### src/rtl/serial_adder_sub.sv
// Multi-cycle adder/subtractor: consumes operands LSB-first, BITS_PER_CYCLE bits per clock,
// with the carry registered between slices and a start/busy/done handshake.
//
// state | meaning
// IDLE  | waiting for start, outputs hold last result
// RUN   | one slice added per clock, slice counter counts down to zero
// DONE  | single-cycle completion; start here begins the next operation back-to-back
module serial_adder_sub #(
    parameter int WIDTH          = 8,
    parameter int BITS_PER_CYCLE = 1
) (
    input  logic             clk,
    input  logic             rst_n,
    input  logic             start,
    input  logic [WIDTH-1:0] a,
    input  logic [WIDTH-1:0] b,
    input  logic             c_in,
    input  logic             sub,
    output logic             busy,
    output logic             done,
    output logic [WIDTH-1:0] sum,
    output logic             c_out,
    output logic             overflow
);

    localparam int B  = BITS_PER_CYCLE;
    localparam int N  = (B > 0) ? WIDTH / B : 1;
    localparam int CW = (N > 1) ? $clog2(N) : 1;

    if (WIDTH < 1 || B < 1 || (WIDTH % B) != 0) begin : g_bad_param
        $error("serial_adder_sub: BITS_PER_CYCLE must be >= 1 and divide WIDTH");
    end

    typedef enum logic [1:0] {IDLE, RUN, DONE} state_t;

    state_t           state;
    logic [WIDTH-1:0] a_reg;
    logic [WIDTH-1:0] b_reg;
    logic [WIDTH-1:0] res;
    logic             carry;
    logic [CW-1:0]    cnt;

    logic [B:0]         slice_total;
    logic               carry_msb;
    logic [WIDTH+B-1:0] res_cat;
    logic [WIDTH-1:0]   res_next;
    logic               accept;

    assign slice_total = {1'b0, a_reg[B-1:0]} + {1'b0, b_reg[B-1:0]} + (B+1)'(carry);
    // Carry into the slice's top full adder; on the last slice this is the carry into the MSB.
    assign carry_msb   = a_reg[B-1] ^ b_reg[B-1] ^ slice_total[B-1];
    assign res_cat     = {slice_total[B-1:0], res};
    assign res_next    = res_cat[WIDTH+B-1:B];
    assign accept      = start && (state != RUN);

    always_ff @(posedge clk or negedge rst_n) begin
        if (!rst_n) begin
            state    <= IDLE;
            a_reg    <= '0;
            b_reg    <= '0;
            res      <= '0;
            carry    <= 1'b0;
            cnt      <= '0;
            busy     <= 1'b0;
            done     <= 1'b0;
            sum      <= '0;
            c_out    <= 1'b0;
            overflow <= 1'b0;
        end else if (accept) begin
            // Subtract runs as a + ~b + ~c_in, i.e. a - b - c_in.
            a_reg <= a;
            b_reg <= sub ? ~b : b;
            carry <= sub ? ~c_in : c_in;
            cnt   <= CW'(N - 1);
            state <= RUN;
            busy  <= 1'b1;
            done  <= 1'b0;
        end else begin
            case (state)
                RUN: begin
                    a_reg <= a_reg >> B;
                    b_reg <= b_reg >> B;
                    carry <= slice_total[B];
                    res   <= res_next;
                    if (cnt == '0) begin
                        state    <= DONE;
                        busy     <= 1'b0;
                        done     <= 1'b1;
                        sum      <= res_next;
                        c_out    <= slice_total[B];
                        overflow <= slice_total[B] ^ carry_msb;
                    end else begin
                        cnt <= cnt - CW'(1);
                    end
                end
                DONE: begin
                    state <= IDLE;
                    done  <= 1'b0;
                end
                default: begin
                    state <= IDLE;
                    busy  <= 1'b0;
                    done  <= 1'b0;
                end
            endcase
        end
    end

endmodule

### config.mk
export PLATFORM = sky130hd
export DESIGN_NAME = serial_adder_sub
export DESIGN_NICKNAME = d
export VERILOG_FILES = /design/src/rtl/serial_adder_sub.sv
export SDC_FILE = /design/constraint.sdc
export NUM_CORES = 1
export LEC_CHECK = 0
export BUFFER_PORTS_ARGS = -buffer_cell sky130_fd_sc_hd__buf_2
export CORE_ASPECT_RATIO = 2
export CORE_MARGIN = 5
export CORE_UTILIZATION = 55
export DETAILED_ROUTE_END_ITERATION = 7
export PLACE_DENSITY_LB_ADDON = 0.12
export SLEW_MARGIN = 20
export SYNTH_ARGS = -nofsm -noshare
export SYNTH_HDL_FRONTEND = slang
export SYNTH_SLANG_ARGS = --single-unit
### constraint.sdc
create_clock -name clk -period 2.25 [get_ports clk]
set_clock_uncertainty 0.2 [all_clocks]
set_input_delay 0.1125 -clock clk [delete_from_list [all_inputs] [get_ports clk]]
set_output_delay 0.1125 -clock clk [all_outputs]
set_load 0.1 [all_outputs]
==> flow_summary.ini <==
[sta]
rsz0062_at_grt = no
hold_ws_ps = 98.3
worst_slack_ps = 417
tns_ps = 0
max-slew-margin-rel_pct = 42.8
setup_viol = 0
timing.final.crit_period_ps = 1830
timing.final.max_slew_violations = 0
worst-slew-pin-transition_ps = 858
timing.fmax_mhz = 546
post-route-period-util_pct = 81.5
number_of_hold_violations_in_the_final_report = 0

[finish]
nets = 237
fin_cells = 246
ant_diodes = 0
area_delta_synth_final_pct = 21.8
final.fill_count = 257
drive_above_1_share_pct = 25.2

[synth]
syn-num-nets = 188
synth-edff-count = 0
synth-adder-area-share_pct = 2.37
ys_async_sr_fraction_pct = 100
library_cell_with_the_highest_instance_count_after_synthesis = dfrtp_1
synth_sequential_area_ratio_pct = 52.7
synth_ff_type = dfrtp_1
postSynthCellCount = 164
yosysUniqueCellTypes = 30
post_synth_main_area_contributors = dfrtp_1 (53%), mux2i_1 (8.4%), nand2_1 (7.1%), mux2_4 (4.7%), o21ai_1 (4.0%)
postSynthRegisterBits = 40
yosysWarningCount = 0
synth.top_cell.area_share_pct = 52.7
synth_top_cells_by_count = dfrtp_1 (40), nand2_1 (36), mux2i_1 (16), o21ai_1 (15), xor2_1 (8)
synth_simple_gate_area_share_pct = 10.1
largest_family_of_logic_cells_by_synthesized_area = multiplexers
synth_area_leader_cell = dfrtp_1
synth.mux.area_fraction_pct = 16.2
post_synth_xor_xnor_area_pct = 5.54
synth.cell_area_mm2 = 0.00190
synth_area_per_cell_um2 = 11.6
synth_area_in_compound_gates_pct = 8.37

[grt]
grt_pass1_vias = 1350
grt_antenna_before_repair = 0
gr-total-overflow = 0
grt_max_degree = 41
grt_use_total_pct = 17.0
grt_pass1_wl_um = 6090

[cts]
cts_buffers = 5
clock_latency_ps = 290
cts-hold-fix-buffers = 18
cts.clk_slew.worst_paths_ps = 70
postCtsResizedCells = 0
clock_tree_from_tritoncts = yes
postCtsSetupBuffers = 0
ctsHtreeMaxLevel = 2
cts_sinks = 40
clk_root_buffer_cell = clkbuf_8
clock_tree.buffer_depth = 2

[setup_path]
timing.critical_path.slowest_cell_delay_ps = 400
worstPathCellList = inv_1, ha_1, and4bb_4, mux2_2
setup.reg_to_reg.worst_slack_ps = 420
timing.critical_path.required_ps = 2220
critPathKind = flop to flop
critPathMaxFanout = 13
crit_path_start_kind = flop
endpoint_class_of_the_critical_path = flop
cp.arrival_ps = 1800
slowest_stage = and4bb_4

[die]
die_height_um = 93.1
dieWidth_um = 51.5
start_util_pct = 56.2
die_area_mm2 = 0.00480
core_area_mm2 = 0.00338
floorplan.rows = 30
io_pins = 33

[placement]
buffer_ports.inserted = 32
placed_wire_length_estimate_after_detailed_placement_um = 2400
gp_routability_congestion = 0.764
dp.cells = 220
placement_setup_slack_ps = 414

[pwr]
final_total_power_mw = 3.58
total_leakage_power_nw = 1.16
power.density_mw_per_mm2 = 1550
max-vdd-ir-drop_mv = 0.779

[routing]
ant_nets = 0
residual_drc_count = 0
totalWireLength_um = 3410
via_count = 1299
mean_routed_wirelength_per_cell_um = 13.9
drt_first_iter_violations = 8
post_drt_via_cell_ratio = 5.28
firstDrtPassIters = 4

[hold_path]
timing.hold.worst.class = input pin to flop

[status]
run_status = complete, no violations

[job]
timing.max_cap.violations = 0
-- logic make-up after synthesis --
group                      count (synthesis)
AOI/OAI and AO/OA                         24
xor gates and xnor gates                  12
adders and majority gates                  3
buffers and inverters                     15
DFF                                       40
muxes                                     26
and+or+nand+nor                           44
-- placed cells by master (no fill, tap or decap), types with 2 or more instances in the layout --
master / instances
xnor2_1: 4
mux2_2: 3
dlygate4sd3_1: 18
mux2i_1: 16
clkbuf_8: 6
nor2_1: 3
nand2_1: 36
buf_2: 32
dfrtp_1: 40
ha_1: 2
mux2_4: 6
inv_1: 5
xor2_1: 8
o21ai_1: 15
buf_4: 2
a21oi_1: 2
clkbuf_1: 2
-- area by class of cell --
type                            instances  area (um2)  area share [%]
Sequential cell                        40        1000            43.3
Multi-Input combinational cell        109         807            34.9
Tap cell                               32        40.0            1.73
Timing Repair Buffer                   52         355            15.4
Inverter                                5        18.8           0.812
Clock buffer                            8        90.1            3.90
-- critical path: cells and delay by family (launching register included) --
kind	cells	cell delay (ps)
adders and majority gates	1	240
buffers and inverters	1	150
DFF	1	360
muxes	1	360
and+or+nand+nor	1	400
-- per-stage QoR --
| step | area [um2] | utilization [%] |
|---|---|---|
| 2_1_floorplan | 1900 | - |
| 3_3_place_gp | 2040 | 60.4 |
| 3_5_place_dp | 2040 | 60.4 |
| 4_1_cts | 2310 | 68.4 |
| 5_1_grt | 2310 | 68.4 |
| 6_report | 2310 | 68.4 |
-- path summary, 6_finish.rpt --
check / from / end / depth (start not counted)
max: cnt[0] / sum[6] / 4
min: sub / b_reg[7] / 3
max reg2reg: cnt[0] / sum[6] / 4
min reg2reg: res[7] / res[6] / 2
max in group asynchronous: rst_n / sum[7] / 2
min in group asynchronous: rst_n / busy / 2
-- power breakdown --
group | leakage (nW) | switching [mW] | internal, mW
combinational | 0.612 | 1.28 | 0.602
clock | 0.0455 | 0.227 | 0.250
sequential | 0.507 | 0.188 | 1.03
-- metal layers --
metal	vias to the layer above	track usage [%]	share of wire, %	wire (um)
met5	-	0	0	0
met4	0	7.44	1.6	54
met3	5	4.63	4.4	149
met2	28	29.9	55	1870
met1	627	18.3	39	1340
li1	639	-	-	-
Note: power is estimated with default switching activity, not from simulation.
